[config.mk]
export PLATFORM = sky130hd
export DESIGN_NAME = mips32_state_dump
export DESIGN_NICKNAME = d
export VERILOG_FILES = /design/src/rtl/mips32_state_dump.sv
export SDC_FILE = /design/constraint.sdc
export NUM_CORES = 1
export LEC_CHECK = 0
export CORE_ASPECT_RATIO = 0.8
export CORE_MARGIN = 1
export CORE_UTILIZATION = 49
export CTS_BUF_LIST = sky130_fd_sc_hd__clkbuf_8
export DETAILED_ROUTE_END_ITERATION = 7
export GPL_TIMING_DRIVEN = 0
export PLACE_DENSITY = 0.86
export SLEW_MARGIN = 20
export SYNTH_ARGS = -nofsm -noshare
export SYNTH_HDL_FRONTEND = slang
export SYNTH_SLANG_ARGS = --single-unit
[constraint.sdc]
create_clock -name clk1 -period 4.34 [get_ports clk1]
set_clock_uncertainty 0.2 [all_clocks]
set_input_delay 0.868 -clock clk1 [delete_from_list [all_inputs] [get_ports clk1]]
set_output_delay 0.868 -clock clk1 [all_outputs]
set_load 0.005 [all_outputs]
[src/rtl/mips32_state_dump.sv]
// Post-HALT read-back engine: streams the register file, then a wrapped memory window,
// as valid/ready beats through a 2-entry output FIFO.
module mips32_state_dump #(
  parameter int REG_COUNT = 32,
  parameter int MEM_DEPTH = 1024,
  parameter int ADDR_W    = $clog2(MEM_DEPTH),
  parameter int DATA_W    = 32
) (
  input  logic              clk1,
  input  logic              rst,
  input  logic              halted,
  input  logic              start,
  input  logic [ADDR_W-1:0] mem_base,
  input  logic [ADDR_W:0]   mem_len,
  output logic [4:0]        reg_rd_addr,
  input  logic [DATA_W-1:0] reg_rd_data,
  output logic              mem_rd_en,
  output logic [ADDR_W-1:0] mem_rd_addr,
  input  logic [DATA_W-1:0] mem_rd_data,
  output logic              out_valid,
  input  logic              out_ready,
  output logic [DATA_W-1:0] out_data,
  output logic              out_tag,
  output logic [ADDR_W-1:0] out_index,
  output logic              out_last,
  output logic              busy,
  output logic              done,
  output logic              err
);

  localparam logic [1:0] S_IDLE   = 2'd0;
  localparam logic [1:0] S_REG_RD = 2'd1;
  localparam logic [1:0] S_MEM_RD = 2'd2;
  localparam logic [1:0] S_DRAIN  = 2'd3;
  localparam logic [4:0] REG_LAST = 5'(REG_COUNT - 1);

  logic [1:0]        state;
  logic              primed;
  logic [ADDR_W:0]   len_q;
  logic [ADDR_W:0]   mem_cnt;

  logic              inf_valid;
  logic              inf_tag;
  logic              inf_last;
  logic [ADDR_W-1:0] inf_index;

  logic [DATA_W-1:0] f_data  [2];
  logic [ADDR_W-1:0] f_index [2];
  logic              f_tag   [2];
  logic              f_last  [2];
  logic              rd_ptr;
  logic              wr_ptr;
  logic [1:0]        count;

  logic       pop;
  logic [2:0] load;
  logic       room;
  logic       issue;
  logic       reg_issue;
  logic       mem_issue;
  logic       reg_final;
  logic       mem_final;
  logic       issue_last;
  logic       abort;
  logic       last_accept;

  assign out_valid = (count != 2'd0);
  assign out_data  = f_data[rd_ptr];
  assign out_tag   = f_tag[rd_ptr];
  assign out_index = f_index[rd_ptr];
  assign out_last  = f_last[rd_ptr];
  assign busy      = (state != S_IDLE);

  // Occupancy is counted net of a beat leaving this cycle, so a steady stream sustains one beat per cycle.
  assign pop        = out_valid & out_ready;
  assign load       = {1'b0, count} - {2'b0, pop} + {2'b0, inf_valid};
  assign room       = (load < 3'd2);
  assign issue      = primed & room & ((state == S_REG_RD) | (state == S_MEM_RD));
  assign reg_issue  = issue & (state == S_REG_RD);
  assign mem_issue  = issue & (state == S_MEM_RD);
  assign reg_final  = (reg_rd_addr == REG_LAST);
  assign mem_final  = (mem_cnt == (len_q - (ADDR_W+1)'(1)));
  assign issue_last = (reg_issue & reg_final & (len_q == '0)) | (mem_issue & mem_final);
  assign abort      = busy & ~halted;
  assign last_accept = pop & out_last;
  assign mem_rd_en  = mem_issue;

  always_ff @(posedge clk1) begin
    if (rst) begin
      state       <= S_IDLE;
      primed      <= 1'b0;
      len_q       <= '0;
      mem_cnt     <= '0;
      reg_rd_addr <= '0;
      mem_rd_addr <= '0;
      err         <= 1'b0;
      done        <= 1'b0;
    end else begin
      err  <= 1'b0;
      done <= 1'b0;
      if (abort) begin
        state  <= S_IDLE;
        primed <= 1'b0;
        err    <= 1'b1;
      end else begin
        case (state)
          S_IDLE: begin
            if (start && halted) begin
              state       <= S_REG_RD;
              primed      <= 1'b0;
              len_q       <= mem_len;
              mem_cnt     <= '0;
              reg_rd_addr <= '0;
              mem_rd_addr <= mem_base;
            end else if (start) begin
              err <= 1'b1;
            end
          end
          S_REG_RD: begin
            primed <= 1'b1;
            if (reg_issue) begin
              if (reg_final) state <= (len_q == '0) ? S_DRAIN : S_MEM_RD;
              else reg_rd_addr <= reg_rd_addr + 5'd1;
            end
          end
          S_MEM_RD: begin
            if (mem_issue) begin
              mem_cnt <= mem_cnt + (ADDR_W+1)'(1);
              if (mem_final) state <= S_DRAIN;
              else mem_rd_addr <= mem_rd_addr + ADDR_W'(1);
            end
          end
          default: begin
            if (last_accept) begin
              state  <= S_IDLE;
              primed <= 1'b0;
              done   <= 1'b1;
            end
          end
        endcase
      end
    end
  end

  // Read returns land in the FIFO one cycle after issue; abort discards both FIFO and in-flight read.
  always_ff @(posedge clk1) begin
    if (rst) begin
      inf_valid <= 1'b0;
      inf_tag   <= 1'b0;
      inf_last  <= 1'b0;
      inf_index <= '0;
      rd_ptr    <= 1'b0;
      wr_ptr    <= 1'b0;
      count     <= 2'd0;
      for (int i = 0; i < 2; i++) begin
        f_data[i]  <= '0;
        f_index[i] <= '0;
        f_tag[i]   <= 1'b0;
        f_last[i]  <= 1'b0;
      end
    end else if (abort) begin
      inf_valid <= 1'b0;
      rd_ptr    <= 1'b0;
      wr_ptr    <= 1'b0;
      count     <= 2'd0;
    end else begin
      inf_valid <= issue;
      if (issue) begin
        inf_tag   <= (state == S_MEM_RD);
        inf_last  <= issue_last;
        inf_index <= mem_issue ? mem_rd_addr : ADDR_W'(reg_rd_addr);
      end
      if (inf_valid) begin
        f_data[wr_ptr]  <= inf_tag ? mem_rd_data : reg_rd_data;
        f_index[wr_ptr] <= inf_index;
        f_tag[wr_ptr]   <= inf_tag;
        f_last[wr_ptr]  <= inf_last;
        wr_ptr          <= ~wr_ptr;
      end
      if (pop) rd_ptr <= ~rd_ptr;
      count <= count + {1'b0, inf_valid} - {1'b0, pop};
    end
  end

endmodule

== Word-level counts from Yosys, hierarchy flattened ==
Memories as Yosys holds them, arrays and structs flattened. A register that Yosys moved wholly into a read port is not among the register bits.
Index checks and enable logic that the tools add are counted.

* $add $sub $neg: 8
* Multiply operators: 0
* Divide/modulo/power cells: 0
* $lt $le $gt $ge: 1
* Eq/ne operators: 11
* Shift-type cells: 0
* Muxes and demuxes: 55
* Bitwise gates (word level): 17
* Reductions and logical operators: 22

{| class="wikitable"
|+ Operators by type and width
! kind !! count
|-
| $mux W32 || 2
|-
| $mux W10 || 5
|-
| $mux W1 || 32
|-
| $reduce_or A32 Y1 || 1
|-
| $mux W11 || 2
|-
| $pmux W11 S2 || 1
|-
| $pmux W10 S2 || 1
|-
| $mux W5 || 3
|-
| $ne A2 B2 Y1 const B || 7
|-
| $mux W2 || 6
|-
| $add A11 B1 Y11 const B || 1
|-
| $eq A11 B11 Y1 || 1
|-
| $logic_not A11 Y1 || 1
|-
| $sub A11 B1 Y11 const B || 1
|-
| $add A10 B1 Y10 const B || 1
|-
| $and A1 B1 Y1 || 10
|-
| $pmux W5 S2 || 1
|-
| $reduce_and A5 Y1 || 2
|-
| $reduce_or A10 Y1 || 1
|-
| $reduce_bool A2 Y1 || 4
|-
| $pmux W2 S3 || 1
|-
| $reduce_and A3 Y1 || 2
|-
| $reduce_and A6 Y1 || 1
|-
| $add A5 B1 Y5 const B || 1
|-
| other kinds (20) || 26
|}

* Flip-flop bits (word level): 59
* Latch bits: 0
* RAM bits: 88
* ROM bits: 0
* Bits of input ports: 90
* Output and inout bits: 64
* Logic and storage cells: 133
* Memories kept: 4

{| class="wikitable"
|+ Memory list
! memory !! depth !! bits a word !! read ports !! clocked after memory_dff !! wr ports !! line !! RTL
|-
| f_data || 2 || 32 || 1 || 1 || 2 || 47 || <nowiki>logic [DATA_W-1:0] f_data [2];</nowiki>
|-
| f_index || 2 || 10 || 1 || 1 || 2 || 48 || <nowiki>logic [ADDR_W-1:0] f_index [2];</nowiki>
|-
| f_last || 2 || 1 || 1 || 1 || 2 || 50 || <nowiki>logic f_last [2];</nowiki>
|-
| f_tag || 2 || 1 || 1 || 1 || 2 || 49 || <nowiki>logic f_tag [2];</nowiki>
|}

== Longest topological paths before layout ==
Gate-level depths: netlist of run 1.

* Depth in word-level cells: 11
* Mapped depth: 13

== Least setup slack after synthesis of run 1 ==
No wires, ideal clock.

* Path type: input -> register
* Start point: input out_ready
* End point: register reg_rd_addr[3]
* Arrival time: 3,384 ps
* Path slack: 631 ps
* Cell stages on the path: 11
* Cell sequence: and2_1 > ha_1 > inv_1 > ha_1 > fa_1 > nor2b_1 > nand3_1 > nor4b_1 > nand4_1 > xor2_1 > nor2_1

* Cells in the longest elaborated chain, start to end: 9

{| class="wikitable"
|+ Ends and longest elaborated chain
! element !! line !! RTL
|-
| from (decl) || 21 || <nowiki>input logic out_ready,</nowiki>
|-
| $and A1 B1 Y1 || 75 || <nowiki>assign pop = out_valid & out_ready;</nowiki>
|-
| $sub A2 B1 Y3 || 76 || <nowiki>assign load = {1'b0, count} - {2'b0, pop} + {2'b0, inf_valid};</nowiki>
|-
| $add A3 B1 Y3 || 76 ||
|-
| via load[1] || 56 || <nowiki>logic [2:0] load;</nowiki>
|-
| $lt A3 B2 Y1 || 77 || <nowiki>assign room = (load < 3'd2);</nowiki>
|-
| $and A1 B1 Y1 (2 in series) || 78 || <nowiki>assign issue = primed & room & ((state == S_REG_RD) | (state == S_MEM_RD));</nowiki>
|-
| $and A1 B1 Y1 || 79 || <nowiki>assign reg_issue = issue & (state == S_REG_RD);</nowiki>
|-
| $ne A2 B2 Y1 (no source line) || - ||
|-
| $reduce_and A5 Y1 (no source line) || - ||
|-
| to (signal assigned) || 123 || <nowiki>else reg_rd_addr <= reg_rd_addr + 5'd1;</nowiki>
|-
| to (decl) || 15 || <nowiki>output logic [4:0] reg_rd_addr,</nowiki>
|}

The timed path passes the listed nets, and every way through them passes these cells.
A chain may end at the register's enable or synchronous reset.

== Worst setup path after layout of run 1 ==
* Start point: input out_ready
* End point: output mem_rd_en

* Cells in the longest elaborated chain, start to end: 7

{| class="wikitable"
|+ Ends and longest elaborated chain
! element !! line !! RTL
|-
| $and A1 B1 Y1 || 75 ||
|-
| via pop || 55 || <nowiki>logic pop;</nowiki>
|-
| $sub A2 B1 Y3 || 76 ||
|-
| $add A3 B1 Y3 || 76 ||
|-
| via load[1] || 56 ||
|-
| $lt A3 B2 Y1 || 77 ||
|-
| $and A1 B1 Y1 (2 in series) || 78 ||
|-
| $and A1 B1 Y1 || 80 || <nowiki>assign mem_issue = issue & (state == S_MEM_RD);</nowiki>
|-
| to (decl) || 17 || <nowiki>output logic mem_rd_en,</nowiki>
|}

The timed path passes the listed nets, and every way through them passes these cells.

==> flow_summary.toml, run 1 <==
[global_routing]
grt_pass1_vias = 5836
met3_usage = 0.06795
antenna_found_initial = 0
overflow = 0
use_met2 = 0.3856
met1_usage = 0.3296
track_usage = 0.2507
top_usage_layer = "met2"
grt_max_degree = 31
grt_pass1_wl_mm = 28.93

[setup_path]
cp.arrival_ns = 3.16
rrSetupSlack_ns = 0.33
cp-start-kind = "input port"
cp-end-kind = "primary output"
slowest_delay_ns = 0.47
cpMaxStageDelayCell = "fa_1"
worstSetupPathType = "in -> out"
reg2reg_depth = 13
cp_cell_sequence = "clkdlybuf4s50_1 > and2_4 > ha_1 > inv_1 > ha_1 > fa_1 > nor2b_1 > nand4_1 > inv_2 > dlygate4sd2_1"
cp_max_fo = 3
cpMostUsedCell = "ha_1"
required_ns = 3.27

[floorplanning]
ios = 154
die_x_um = 137.6
dieArea_mm2 = 0.01519
rows = 39
initial_utilization = 0.5038
coreArea_mm2 = 0.01430
fp.dieH_um = 110.4

[power_and_ir_drop]
pwr-share-clk = 0.316
fin_total_pwr_w = 0.003513
power_frac_comb = 0.221
switching_share = 0.2805
p_seq_frac = 0.463
p_switching_w = 0.0009851
leakage_nw = 3.389
worst_ir_drop_vdd_v = 0.0002489
p_per_area_mw_per_mm2 = 371.1
p_int_w = 0.002527

[clock_tree]
h-tree-depth = 4
clkLatencyLatePin_ns = 0.46
cts_tree = "done"
cts_hold_buf = 0
path_clk_slew_ns = 0.08
clockRootBuffer = "clkbuf_8"
cts_buffers = 17
clockBufferDepth = 2
cts_num_sinks = 148

[sta]
slew_headroom = 0.4438
fmax_ghz = 0.2363
worst_pin_slew_ns = 0.8287
slew_viol_final = 0
finalCritPeriodShare = 0.9750
fin_crit_ns = 4.232
rsz0062_at_grt = "no"
setup_violations = 0
hold_viol = 0

[place]
dp_cells = 1021
hpwl_mm = 12.86
placed_area_mm2 = 0.009010
place_congestion = 0.9007
port_buffers = 153

[route]
dr.pass1.iters = 5
drt-initial-drc-count = 454
vias_per_cell = 5.614
drc = 0
vias = 5940
post_drt_wl_per_cell_um = 17.21
wirelength_mm = 18.21
postRouteAntennaNets = 0

[synth]
synth_enable_flop_cells = 88
synth-main-ff-cell = "edfxtp_1"
yosys_warnings = 0
synth-seq-cells = 148
seq_area_frac_synth = 0.5336
synth_cell_types = 57
netlist_instances = 682
syn_nets = 785
syn-cell-area_mm2 = 0.007203
async_flop_share = 0
synth_area_per_cell_um2 = 10.56

[final_layout]
final_cell_area_mm2 = 0.009465
drive_gt1_frac = 0.1167
layout.nets = 964
diodes = 0
area_growth_pct = 31.41
fin_cells = 1058

[run_status]
status = "completed"

[min_path]
hp-class = "reg -> reg"
min_delay_path_depth = 2

[flow_run]
maxCapViolCount = 0
==> placed cells by master (no fill, tap or decap), types with 7 or more instances in the layout <==
cell,n
a211oi_1,9
a21oi_1,31
a22oi_1,8
and2_1,26
clkbuf_1,29
clkbuf_8,18
clkdlybuf4s50_1,152
dfxtp_1,60
edfxtp_1,88
ha_1,12
inv_1,17
mux2_2,44
mux2i_1,35
nand2_1,57
nand3_1,7
nand4_1,7
nor2_1,110
nor3_1,14
o21ai_0,9
o21ai_1,12
or2_2,7
xnor2_1,13
xor2_1,12
==> cell usage after synthesis (12+ instances only) <==
cell type	number	share of area
mux2i_1	35	0.049
nor2_1	110	0.057
and2_1	27	0.023
nand2_1	59	0.031
clkbuf_1	29	0.015
xor2_1	12	0.015
inv_1	16	0.0083
edfxtp_1	88	0.37
dfxtp_1	60	0.17
a21oi_1	31	0.022
nor3_1	14	0.0097
xnor2_1	13	0.016
mux2_2	44	0.069
ha_1	12	0.021
o21ai_1	12	0.0083
==> critical path, delay by kind of cell <==
kind / cells / cell delay [ns]
fa+ha+maj: 3 / 0.92
buf+inv: 4 / 0.83
simple gates: 3 / 0.53
==> routing by layer <==
layer / up-vias / part of all wire
li1: 2794 / -
met1: 2866 / 0.42
met2: 239 / 0.47
met3: 41 / 0.084
met4: 0 / 0.027
met5: - / 0
==> cells by family (layout without fill, tap and decap cells) <==
group | after synthesis | in the layout | synth area share
AND/OR/NAND/NOR | 269 | 269 | 0.1786
AO/OA/AOI/OAI | 94 | 94 | 0.08633
multiplexers | 79 | 79 | 0.1174
flip-flops | 148 | 148 | 0.5336
XOR/XNOR | 25 | 25 | 0.03040
adder cells (fa/ha/maj) | 13 | 13 | 0.02362
buffers and inverters | 54 | 246 | 0.03005
==> metrics by stage <==
stage	setup WS (ns)	TNS [ns]	util	hold slack, ns
floorplan	0.6307	0	-	0.2357
global placement	-0.6349	-47.27	0.6270	0.2513
detailed placement	-0.3887	-1.082	0.6302	0.2672
CTS	0.01526	0	0.6616	0.2785
global route	0.01855	0	0.6620	0.3062
finish	0.1083	0	0.6620	0.2742
==> registers in the layout, summed over array words and instances, names as in the netlist, 2 cells and up, named ones only <==
name / flops
len_q: 11
f_data: 64
reg_rd_addr: 5
f_index: 20
count: 2
state: 2
mem_rd_addr: 10
f_tag: 2
mem_cnt: 11
f_last: 2
inf_index: 10
==> final cells by class <==
cell class	instances	area, µm²
sequential	148	3844
clock inverter	14	162.7
fill	1056	4832
clock buffer	18	247.7
buffer	38	156.4
timing repair buffer	160	1608
inverter	16	60.06
tap	184	230.2
multi-input combinational	480	3157
==> what timing repair did <==
item | CTS | global route
gates resized for setup | 3 | 0
setup buffers | 5 | 0
endpoints found under the setup margin | 1 | 0
==> power groups by stage <==
stage / logic, W / registers [W] / clock network (W)
final: 0.000776 / 0.00163 / 0.00111
after global routing: 0.000835 / 0.00163 / 0.00119
after CTS: 0.000766 / 0.00162 / 0.00112
after detailed placement: 0.000738 / 0.00165 / 0
after global placement: 0.000718 / 0.00165 / 0
after floorplan: 0.000409 / 0.00163 / 0
==> worst paths after layout <==
check               startpoint            to
setup / recovery     out_ready     mem_rd_en
hold / removal    inf_index[2]  inf_index[2]
setup reg to reg      count[1]    mem_cnt[9]
hold reg to reg   inf_index[2]  inf_index[2]
No activity file was read; power rests on OpenSTA's default activity.
==> run 2, diff against run 1 <==
- CTS_CLUSTER_DIAMETER: unset -> 200
==> results of run 2 <==
Same layout as run 1: the final DEF is identical, and so are final timing and power.
==> run 3, diff against run 2 <==
- DONT_BUFFER_PORTS: unset -> 1
- PLACE_DENSITY: 0.86 -> 0.73
- SLEW_MARGIN: 20 -> 15
==> flow_summary.toml, run 3 (synthesized netlist as in run 1, its figures left out) <==
[run_status]
status = "completed"

[global_routing]
grt_max_degree = 32
use_met2 = 0.3568
overflow = 0
antenna_found_initial = 0
grt_pass1_vias = 5273
met3_usage = 0.07576
met1_usage = 0.3034
grt_pass1_wl_mm = 26.57
top_usage_layer = "met2"
track_usage = 0.2312

[final_layout]
drive_gt1_frac = 0.1355
diodes = 0
top_register = "f_data"
layout_common_cells = "nor2_1, edfxtp_1, dfxtp_1"
layout.nets = 806
final_common_cell = "nor2_1"
area_growth_pct = 10.32
largest_reg_flops = 64
reg.largest.list = "f_data (64), f_index (20)"

[sta]
worst_pin_slew_ns = 0.7076
fmax_ghz = 0.2449
finalCritPeriodShare = 0.9407
setup_ws_ns = 0.2572
setup_violations = 0
rsz0062_at_grt = "no"
fin_crit_ns = 4.083
whs_ns = 0.2814
slew_headroom = 0.5282
hold_viol = 0
slew_viol_final = 0

[floorplanning]
coreArea_mm2 = 0.01430
rows = 39
die_x_um = 137.6
ios = 154
dieArea_mm2 = 0.01519
fp.dieH_um = 110.4
initial_utilization = 0.5038

[route]
vias = 5234
vias_per_cell = 5.816
drt-initial-drc-count = 405
dr.pass1.iters = 5
wirelength_mm = 16.85
postRouteAntennaNets = 0
post_drt_wl_per_cell_um = 18.72
drc = 0

[setup_path]
cp-start-kind = "register"
cp_max_fo = 7
worstSetupPathType = "reg -> out"
cp-end-kind = "primary output"
required_ns = 3.27
cp.arrival_ns = 3.01

[place]
port_buffers = 0
place_congestion = 0.8772
hpwl_mm = 12.17
dp_slack_ns = 0.2349

[power_and_ir_drop]
worst_ir_drop_vdd_v = 0.0002717
leakage_nw = 2.799
fin_total_pwr_w = 0.003400
p_per_area_mw_per_mm2 = 427.8

[clock_tree]
cts_tree = "done"
cts_num_sinks = 148
h-tree-depth = 4
post_cts_buffers = 0
path_clk_slew_ns = 0.09
clockBufferDepth = 2
clkLatencyLatePin_ns = 0.44
cts_resized = 0
cts_hold_buf = 0
cts_buffers = 17
clockRootBuffer = "clkbuf_8"

[min_path]
hp-class = "reg -> reg"

[flow_run]
maxCapViolCount = 0
==> run 3: where the power goes <==
part           total, W  leakage (nW)  internal [W]  switching (W)
clock network   0.00123         0.234      0.000692       0.000540
logic          0.000541          1.17      0.000203       0.000337
registers       0.00163          1.39       0.00155      0.0000737
total           0.00340          2.80       0.00245       0.000951
==> run 3: critical path, cell delays in order (launching register included) <==
cell	delay [ns]
dfxtp_1	0.34
or2_2	0.33
and2_1	0.21
ha_1	0.28
inv_1	0.04
ha_1	0.19
fa_1	0.45
nor2b_1	0.18
nand4_1	0.24
inv_1	0.32
==> run 3: metrics by stage <==
stage | TNS [ns] | utilization | std cells | cell area, µm²
2_1_floorplan | 0 | - | 682 | 7203
3_3_place_gp | -5.670 | 0.5199 | 866 | 7433
3_5_place_dp | 0 | 0.5231 | 868 | 7478
4_1_cts | 0 | 0.5554 | 900 | 7940
5_1_grt | 0 | 0.5558 | 900 | 7946
6_report | 0 | 0.5558 | 900 | 7946
==> run 3: final cells by class <==
cell class                      instances  area, µm²
Inverter                               16      60.06
Clock inverter                         15      227.7
Sequential cell                       148       3844
Multi-Input combinational cell        480       3154
Buffer                                 38      156.4
Tap cell                              184      230.2
Fill cell                            1202       6351
Clock buffer                           17      234.0
Timing Repair Buffer                    2      40.04
==> run 3: worst paths after layout <==
check / from / to / slack (ns) / cells after the start
max: count[1] / mem_rd_en / 0.26 / 9
max reg2reg: count[1] / mem_cnt[9] / 0.45 / 12
min: inf_index[3] / inf_index[3] / 0.28 / 2
min reg2reg: inf_index[3] / inf_index[3] / 0.28 / 2
==> run 3: layer usage <==
metal,vias to the layer above,part of all wire
met5,-,0
li1,2473,-
met3,20,0.091
met1,2527,0.43
met4,0,0.014
met2,214,0.47
